===== src/rtl/ram_frame_reader_if.sv =====
// Output stream bundle of ram_frame_reader: data beats with row/frame end markers.
// A beat transfers on a rising clk edge where m_valid && m_ready; master holds beat stable until then.
interface ram_frame_reader_if #(
    parameter int DATA_WIDTH = 8
);
    logic [DATA_WIDTH-1:0] m_data;
    logic                  m_valid;
    logic                  m_ready;
    logic                  m_last_col;
    logic                  m_last_row;

    modport master (
        output m_data, m_valid, m_last_col, m_last_row,
        input  m_ready
    );

    modport slave (
        input  m_data, m_valid, m_last_col, m_last_row,
        output m_ready
    );
endinterface


===== src/rtl/ram_frame_reader.sv =====
// Scans a block of RAM rows through the read port and streams the words out with markers.
// Optional macro RAM_FRAME_READER_LOOP_EN adds a loop input that repeats the frame until abort.
module ram_frame_reader #(
    parameter int DATA_WIDTH = 8,
    parameter int ROWS       = 4,
    parameter int COLS       = 32
) (
    input  logic                       clk,
    input  logic                       rst_n,
    input  logic                       start,
    input  logic [$clog2(ROWS)-1:0]    start_row,
    input  logic [$clog2(ROWS+1)-1:0]  row_count,
`ifdef RAM_FRAME_READER_LOOP_EN
    input  logic                       loop,
`endif
    input  logic                       abort,
    output logic [$clog2(ROWS)-1:0]    r_row,
    output logic [$clog2(COLS)-1:0]    r_col,
    input  logic [DATA_WIDTH-1:0]      ram_dout,
    ram_frame_reader_if.master         m,
    output logic                       busy,
    output logic                       done,
    output logic [1:0]                 state_dbg
);
    localparam int RW = $clog2(ROWS);
    localparam int CW = $clog2(COLS);
    localparam int NW = $clog2(ROWS + 1);

    typedef enum logic [1:0] {IDLE, ISSUE, DRAIN, DONE} state_t;

    state_t                state, state_nxt;
    logic [RW-1:0]         start_row_q;
    logic [NW-1:0]         row_cnt_q, row_idx;
    logic                  loop_q, loop_in;
    logic                  rd_pend, pend_lc, pend_lr;
    logic [DATA_WIDTH+1:0] fifo_mem [2];
    logic                  wr_ptr, rd_ptr;
    logic [1:0]            fifo_cnt, occ;
    logic                  push, pop, issue, col_end, row_end, frame_end, launch;

`ifdef RAM_FRAME_READER_LOOP_EN
    assign loop_in = loop;
`else
    assign loop_in = 1'b0;
`endif

    assign m.m_valid = (fifo_cnt != 2'd0);
    assign {m.m_last_col, m.m_last_row, m.m_data} = fifo_mem[rd_ptr];

    assign push      = rd_pend;
    assign pop       = m.m_valid && m.m_ready;
    // Buffered plus in-flight words after this cycle's pop; a new read only fits below 2.
    assign occ       = fifo_cnt + {1'b0, rd_pend} - {1'b0, pop};
    assign col_end   = (r_col == CW'(COLS - 1));
    assign row_end   = (row_idx == row_cnt_q - NW'(1));
    assign frame_end = col_end && row_end;
    assign issue     = (state == ISSUE) && !abort && !occ[1];
    assign launch    = (state == IDLE) && start && !abort;
    assign state_dbg = state;

    always_ff @(posedge clk) begin
        if (!rst_n) state <= IDLE;
        else        state <= state_nxt;
    end

    always_comb begin
        state_nxt = state;
        busy      = 1'b0;
        done      = 1'b0;
        case (state)
            IDLE: begin
                if (launch) state_nxt = (row_count == '0) ? DONE : ISSUE;
            end
            ISSUE: begin
                busy = 1'b1;
                if (abort)                             state_nxt = IDLE;
                else if (issue && frame_end && !loop_q) state_nxt = DRAIN;
            end
            DRAIN: begin
                busy = 1'b1;
                if (abort)                                state_nxt = IDLE;
                else if (fifo_cnt == 2'd0 && !rd_pend)    state_nxt = DONE;
            end
            DONE: begin
                done      = 1'b1;
                state_nxt = IDLE;
            end
            default: state_nxt = IDLE;
        endcase
    end

    always_ff @(posedge clk) begin
        if (!rst_n) begin
            r_row       <= '0;
            r_col       <= '0;
            start_row_q <= '0;
            row_cnt_q   <= '0;
            row_idx     <= '0;
            loop_q      <= 1'b0;
            rd_pend     <= 1'b0;
            pend_lc     <= 1'b0;
            pend_lr     <= 1'b0;
            wr_ptr      <= 1'b0;
            rd_ptr      <= 1'b0;
            fifo_cnt    <= 2'd0;
            for (int i = 0; i < 2; i++) fifo_mem[i] <= '0;
        end else begin
            // Abort drops the buffered beats and the read whose data is still on ram_dout.
            if (abort && state != IDLE) begin
                rd_pend  <= 1'b0;
                wr_ptr   <= 1'b0;
                rd_ptr   <= 1'b0;
                fifo_cnt <= 2'd0;
            end else begin
                rd_pend <= issue;
                pend_lc <= col_end;
                pend_lr <= row_end;
                if (push) begin
                    fifo_mem[wr_ptr] <= {pend_lc, pend_lr, ram_dout};
                    wr_ptr           <= ~wr_ptr;
                end
                if (pop) rd_ptr <= ~rd_ptr;
                fifo_cnt <= fifo_cnt + {1'b0, push} - {1'b0, pop};
            end

            if (launch && row_count != '0) begin
                r_row       <= start_row;
                r_col       <= '0;
                start_row_q <= start_row;
                row_cnt_q   <= row_count;
                row_idx     <= '0;
                loop_q      <= loop_in;
            end else if (issue) begin
                if (col_end) begin
                    r_col <= '0;
                    if (frame_end && loop_q) begin
                        r_row   <= start_row_q;
                        row_idx <= '0;
                    end else begin
                        r_row   <= (r_row == RW'(ROWS - 1)) ? '0 : r_row + RW'(1);
                        row_idx <= row_idx + NW'(1);
                    end
                end else begin
                    r_col <= r_col + CW'(1);
                end
            end
        end
    end
endmodule


===== src/flat_wrapper.sv =====
// flat-port wrapper written by rule: the top's interface ports become plain ports
module ram_frame_reader_flat 
#(
    parameter int DATA_WIDTH = 8,
    parameter int ROWS       = 4,
    parameter int COLS       = 32
)
  (clk, rst_n, start, start_row, row_count, abort, r_row, r_col, ram_dout, busy, done, state_dbg, m_m_data, m_m_valid, m_m_last_col, m_m_last_row, m_m_ready);
  ram_frame_reader_if #(.DATA_WIDTH(DATA_WIDTH)) m_i ();
  input  logic clk;
  input  logic rst_n;
  input  logic start;
  input  logic [$clog2(ROWS)-1:0] start_row;
  input  logic [$clog2(ROWS+1)-1:0] row_count;
  input  logic abort;
  output logic [$clog2(ROWS)-1:0] r_row;
  output logic [$clog2(COLS)-1:0] r_col;
  input  logic [DATA_WIDTH-1:0] ram_dout;
  output logic busy;
  output logic done;
  output logic [1:0] state_dbg;
  output wire logic [$bits(m_i.m_data)-1:0] m_m_data;
  output wire logic [$bits(m_i.m_valid)-1:0] m_m_valid;
  output wire logic [$bits(m_i.m_last_col)-1:0] m_m_last_col;
  output wire logic [$bits(m_i.m_last_row)-1:0] m_m_last_row;
  input wire logic [$bits(m_i.m_ready)-1:0] m_m_ready;
  assign m_m_data = m_i.m_data;
  assign m_m_valid = m_i.m_valid;
  assign m_m_last_col = m_i.m_last_col;
  assign m_m_last_row = m_i.m_last_row;
  assign m_i.m_ready = m_m_ready;
  ram_frame_reader #(.DATA_WIDTH(DATA_WIDTH), .ROWS(ROWS), .COLS(COLS)) u_core (.clk(clk), .rst_n(rst_n), .start(start), .start_row(start_row), .row_count(row_count), .abort(abort), .r_row(r_row), .r_col(r_col), .ram_dout(ram_dout), .m(m_i), .busy(busy), .done(done), .state_dbg(state_dbg));
endmodule

===== config.mk =====
export PLATFORM = sky130hd
export DESIGN_NAME = ram_frame_reader_flat
export DESIGN_NICKNAME = d
export VERILOG_FILES = /design/src/rtl/ram_frame_reader_if.sv /design/src/rtl/ram_frame_reader.sv /design/src/flat_wrapper.sv
export SDC_FILE = /design/constraint.sdc
export NUM_CORES = 1
export LEC_CHECK = 0
export CELL_PAD_IN_SITES_DETAIL_PLACEMENT = 0
export CELL_PAD_IN_SITES_GLOBAL_PLACEMENT = 1
export CORE_MARGIN = 5
export CORE_UTILIZATION = 31
export CTS_CLUSTER_DIAMETER = 30
export DETAILED_ROUTE_END_ITERATION = 10
export PLACE_DENSITY_LB_ADDON = 0.3
export RECOVER_POWER = 50
export SYNTH_ARGS = -nofsm -noshare
export SYNTH_HDL_FRONTEND = slang
export SYNTH_SLANG_ARGS = --single-unit

===== constraint.sdc =====
create_clock -name clk -period 3.6 [get_ports clk]
set_clock_uncertainty 0.15 [all_clocks]
set_input_delay 0.54 -clock clk [delete_from_list [all_inputs] [get_ports clk]]
set_output_delay 0.54 -clock clk [all_outputs]
set_load 0.1 [all_outputs]

==> results of run 1 <==
[kinds of logic (layout without fill, tap and decap cells)]
family,after synthesis,in the layout
muxes,15,15
AOI/OAI and AO/OA,21,21
DFF,43,43
adders and majority gates,11,11
buffers and inverters,14,57
and+or+nand+nor,72,72
xor gates and xnor gates,8,8
[metal layers]
| metal | wire length [µm] | share of wire | GRT usage | vias up |
|---|---|---|---|---|
| met1 | 1880 | 0.46 | 0.125 | 677 |
| li1 | - | - | - | 734 |
| met5 | 0 | 0 | 0 | - |
| met3 | 238 | 0.058 | 0.0355 | 8 |
| met2 | 1920 | 0.47 | 0.173 | 30 |
| met4 | 60 | 0.015 | 0.0352 | 0 |
[final timing paths]
| kind | slack [ps] | cells after the start | startpoint | end |
|---|---|---|---|---|
| min reg2reg | 330 | 2 | u_core.r_col[4]$_SDFFE_PP0P_ | u_core.r_col[4]$_SDFFE_PP0P_ |
| max reg2reg | 800 | 9 | u_core.fifo_cnt[0]$_SDFF_PP0_ | u_core.r_col[2]$_SDFFE_PP0P_ |
| min | 330 | 2 | u_core.r_col[4]$_SDFFE_PP0P_ | u_core.r_col[4]$_SDFFE_PP0P_ |
| max | 760 | 6 | abort | u_core.fifo_mem[0][2]$_SDFFCE_PN0P_ |
[layout by cell type (no fill, tap or decap), types with 2 or more instances in the layout]
master,netlist,routed
a211oi_1,2,2
a21oi_1,5,5
a311oi_1,2,2
a31oi_1,3,3
and2_0,0,13
and2_1,21,8
and3_1,2,2
clkbuf_1,5,15
clkbuf_8,0,5
clkdlybuf4s50_1,0,26
dfxtp_1,23,23
edfxtp_1,20,20
ha_1,11,11
inv_1,8,8
mux2_2,10,10
mux2i_1,5,5
nand2_1,8,8
nand2b_1,6,6
nand3_1,2,2
nor2_1,17,17
nor3_1,4,4
o21ai_0,4,4
or3_1,2,2
xnor2_1,6,6
[cell type report]
type                            count  area (µm²)
Inverter                            8        30.0
Tap cell                           77        96.3
Sequential cell                    43        1060
Multi-Input combinational cell    127         941
Timing Repair Buffer               41         327
Clock inverter                      1        30.0
Clock buffer                        7        76.3
Fill cell                         640        3860
[registers in the layout, summed over array words and instances, names as in the netlist, 2 cells and up, named ones only]
signal,count
u_core.fifo_mem,20
u_core.r_col,5
u_core.row_cnt_q,3
u_core.row_idx,3
u_core.fifo_cnt,2
u_core.r_row,2
u_core.state_dbg,2
[where the power goes]
part	leakage [nW]	switching, mW	total [mW]	internal (mW)
registers	0.394	0.0418	0.599	0.557
logic	0.511	0.550	0.740	0.190
clock network	0.0524	0.166	0.373	0.208
total	0.957	0.758	1.71	0.955
[per-stage QoR]
stage	hold WS [ps]	util
2_1_floorplan	304	-
3_3_place_gp	328	0.390
3_5_place_dp	323	0.390
4_1_cts	335	0.407
5_1_grt	385	0.399
6_report	331	0.399
[worst max-delay path, delay by kind of cell]
kind / cells / cell delay, ps
buffers and inverters: 2 / 950
and+or+nand+nor: 4 / 1130
==> metrics, run 1 <==
final net count 255; setup TNS 0 ps; H-tree depth 2; first-pass GRT wire length 7000 µm; synthesized area 2060 µm²; antenna viol nets, final 0; worst slew pin tran 1180 ps; pin count of the biggest net entering global routing 14; initial DRC count 37; antenna violations before repair 0; #FFs+latches synth 43; via count 1449; area share of the largest cell type after synthesis 0.291; yosys warns 0; CTS buffer count 5; die area 8390 µm²; worst hold path type flip-flop to flip-flop; Setup CP Type input port to flip-flop; HPWL after DPL 2940 µm; starting density of the core 0.321; crit path cell chain dlygate4sd3_1, nand2b_1, nand2_1, nor3b_1, clkbuf_1, nand2b_1; DRC viols 0; dpl cell area 2500 µm²; Worst EP required 3390 ps; mux cell area share after synthesis 0.0788; most common cell in the netlist dfxtp_1; GRT Residual Overflow 0; Mean Syn Cell Area 11.2 µm²; pwr dens 669 nW/µm²; layout cell share with drive strength beyond 1 0.0969; Hold Vio Cnt, Final 0; Routed WL per cell 13.5 µm; Synth Area in Compound Gates 0.0673; Reg clk slew, reported paths 80 ps; number of cells after detailed placement 296; crit path max fanout 11; floorplan row count 29; relative slew slack 0.219; RSZ-0062 raised after global routing no; Core Area 6420 µm²; startpoint types input port; CTS Root Cell clkbuf_8; max_cap viols 0; Period minus WS final 2840 ps; buffers added on ports 39; Layout area overhead 24.1%; die width 91.6 µm; Post-Synth Simple-Gate Area 0.195; critical path endpoint category flip-flop; share of the yosys chip area belonging to registers 0.514; main combinational cell family by area after synthesis simple AND/OR/NAND/NOR gates; Clk Latency, worst-skew pair 290 ps; status complete, no violations; adder-cell area share of the yosys netlist 0.0667; Total GRT Usage 0.104; TritonCTS clock tree done; pre-CTS setup slack 594 ps; CTS Hold Buffers Added 0; Synth async-reset ratio 0; final worst slack 756 ps; P_leak 0.957 nW; Max Slew Vio Count 0; vias per inst 4.77; Post CTS Setup Buffer Count 0; fmax 352 MHz; Final Power 1.71 mW; Final setup viols 0; Worst Path Arrival 2630 ps; maximum clock path buffer count 2; peak supply drop 0.274 mV; Die H 91.6 µm; drt first pass iters 4; Tcrit/Tclk final 0.790; Critical Path Max Stage Delay 600 ps; Commonest cells post-synth dfxtp_1 (23), and2_1 (21), edfxtp_1 (20), nor2_1 (17), ha_1 (11); Gate Count Post-Synth 184; unique cell type count in the Yosys netlist 39; filler-free cell count of the finished design 304; PostCTS Resize Cnt 0; Syn Nets 213; Synth Flop Type dfxtp_1; cell taking the most area after synthesis edfxtp_1; Top cell by count, worst path nand2b_1; number of diodes 0; vias in the first global route 1495; number of I/O pins 40; WL final 4100 µm; CTS Sinks 43; EDFF count, synth 20; Synth area leaders edfxtp_1 (29%), dfxtp_1 (22%), ha_1 (6.7%); design area 2560 µm²; cell with the largest stage delay on the worst path dlygate4sd3_1; GP Congestion 0.749; xor-xnor portion of the synthesized cell area 0.0485
No activity file was read; power rests on OpenSTA's default activity.
==> inputs of run 2 (changes only) <==
==> constraint.sdc (replaced) <==
create_clock -name clk -period 2.5 [get_ports clk]
set_clock_uncertainty 0.15 [all_clocks]
set_input_delay 0.375 -clock clk [delete_from_list [all_inputs] [get_ports clk]]
set_output_delay 0.375 -clock clk [all_outputs]
set_load 0.1 [all_outputs]
==> metrics, run 2 (synthesis gave the netlist of run 1 again) <==
final net count 264; WL final 4100 µm; relative slew slack 0.226; Tcrit/Tclk final 0.950; max FFs per register 20; Routed WL per cell 13.1 µm; Worst EP required 2570 ps; critical path endpoint category flip-flop; Critical Path Max Stage Delay 500 ps; pin count of the biggest net entering global routing 14; via count 1446; layout cell share with drive strength beyond 1 0.220; worst setup path start u_core.fifo_cnt[1]$_SDFF_PP0_; Total GRT Usage 0.103; Max Slew Vio Count 0; vias per inst 4.62; Period minus WS final 2370 ps; peak supply drop 0.398 mV; status complete, no violations; Final setup viols 0; GRT Residual Overflow 0; HPWL after DPL 3080 µm; TritonCTS clock tree done; worst slew pin tran 1170 ps; first-pass GRT wire length 6920 µm; initial DRC count 54; Crit path max-delay family simple AND/OR/NAND/NOR gates; Worst Path Arrival 2450 ps; fmax 421 MHz; Final Power 2.64 mW; Crit path depth 9; number of diodes 0; cell with the largest stage delay on the worst path or4b_1; Worst Path Buf+Inv 1; Final Core Density 0.415; flop-to-flop setup slack 130 ps; worst reg2reg path endpoint u_core.r_col[2]$_SDFFE_PP0P_; floorplan row count 29; startpoint types flip-flop; pwr dens 992 nW/µm²; pre-CTS setup slack -120 ps; Hold Slack 334 ps; Die H 91.6 µm; antenna violations before repair 0; number of I/O pins 40; commonest non-fill, non-tap cell in the layout dfxtp_1; Setup CP Type flip-flop to flip-flop; die area 8390 µm²; DRC viols 0; Core Area 6420 µm²; starting density of the core 0.321; H-tree depth 2; reg-to-reg startpoint u_core.fifo_cnt[1]$_SDFF_PP0_; crit path cell chain or2_4, and2_4, ha_4, inv_2, ha_2, xnor3_2, nand2_4, or4b_1, a21oi_1; crit path max fanout 5; Fill cells 642; CTS Root Cell clkbuf_8; CTS Hold Buffers Added 0; CTS buffer count 5; largest register by flop count u_core.fifo_mem; die width 91.6 µm; RSZ-0062 raised after global routing no; antenna viol nets, final 0; vias in the first global route 1440; final worst slack 125 ps; most frequent cells in the layout dfxtp_1 (21), edfxtp_1 (20), buf_4 (18); max_cap viols 0; worst reg2reg path depth 9; maximum clock path buffer count 2; P_leak 1.03 nW; end point of the critical path u_core.r_col[2]$_SDFFE_PP0P_; drt first pass iters 4; Reg clk slew, reported paths 70 ps; CTS Sinks 43; Clk Latency, worst-skew pair 290 ps; buffers added on ports 39; Regs by FF count u_core.fifo_mem: 20 flops, u_core.r_col: 5 flops; worst hold path type flip-flop to flip-flop; Hold Vio Cnt, Final 0; Layout area overhead 29.1%; GP Congestion 0.736
## run 2: changes by cell type in the layout (fill, tap and decap cells not counted), sizes merged
cell	delta
buf	+17
bufinv	+1
clkbuf	+1
clkdlybuf4s50	-9
dlygate4sd3	-1
## run 2: how the worst min path moves through the flow
stage / from / depth (start not counted) / endpoint
2_1_floorplan: u_core.row_cnt_q[1]$_SDFFE_PN0P_ / 2 / u_core.row_cnt_q[1]$_SDFFE_PN0P_
3_3_place_gp: u_core.r_col[0]$_SDFFE_PP0P_ / 2 / u_core.r_col[0]$_SDFFE_PP0P_
3_5_place_dp: u_core.r_col[0]$_SDFFE_PP0P_ / 2 / u_core.r_col[0]$_SDFFE_PP0P_
4_1_cts: u_core.r_col[0]$_SDFFE_PP0P_ / 2 / u_core.r_col[0]$_SDFFE_PP0P_
5_1_grt: u_core.r_col[1]$_SDFFE_PP0P_ / 2 / u_core.r_col[1]$_SDFFE_PP0P_
6_report: u_core.r_col[1]$_SDFFE_PP0P_ / 2 / u_core.r_col[1]$_SDFFE_PP0P_
## run 2: timing repair
action	CTS	global route
setup endpoints to repair	0	1
setup buffers	0	0
resized for setup	0	1
## run 2: layout make-up
cell class	count	area [µm²]	share of cell area
Sequential cell	43	1060	0.399
Multi-Input combinational cell	127	976	0.366
Timing Repair Buffer	50	365	0.137
Tap cell	77	96.3	0.0362
Clock buffer	6	72.6	0.0272
Clock inverter	2	60.1	0.0225
Inverter	8	30.0	0.0113
## run 2: per-layer routing
metal / vias up / global-route usage / wire length [µm]
met1: 656 / 0.122 / 1800
met4: 0 / 0.0377 / 51
met2: 38 / 0.178 / 2000
li1: 747 / - / -
met5: - / 0 / 0
met3: 5 / 0.0306 / 253
## run 2: tightest hold or removal path, delay by kind of cell (launching register included)
family	cells	cell delay [ps]
compound gates	1	50
flops	1	340
simple gates	1	50
## run 2: metrics by stage
step	setup TNS, ps	instances	cell area (µm²)
2_1_floorplan	-21.7	184	2100
3_3_place_gp	-293	305	2580
3_5_place_dp	-506	305	2580
4_1_cts	0	313	2710
5_1_grt	0	313	2660
6_report	0	313	2660
## run 2: where the power goes
group / switching [mW] / total (mW) / internal [mW]
sequential: 0.0635 / 0.867 / 0.804
combinational: 0.820 / 1.15 / 0.327
clock: 0.229 / 0.628 / 0.399
total: 1.11 / 2.64 / 1.53
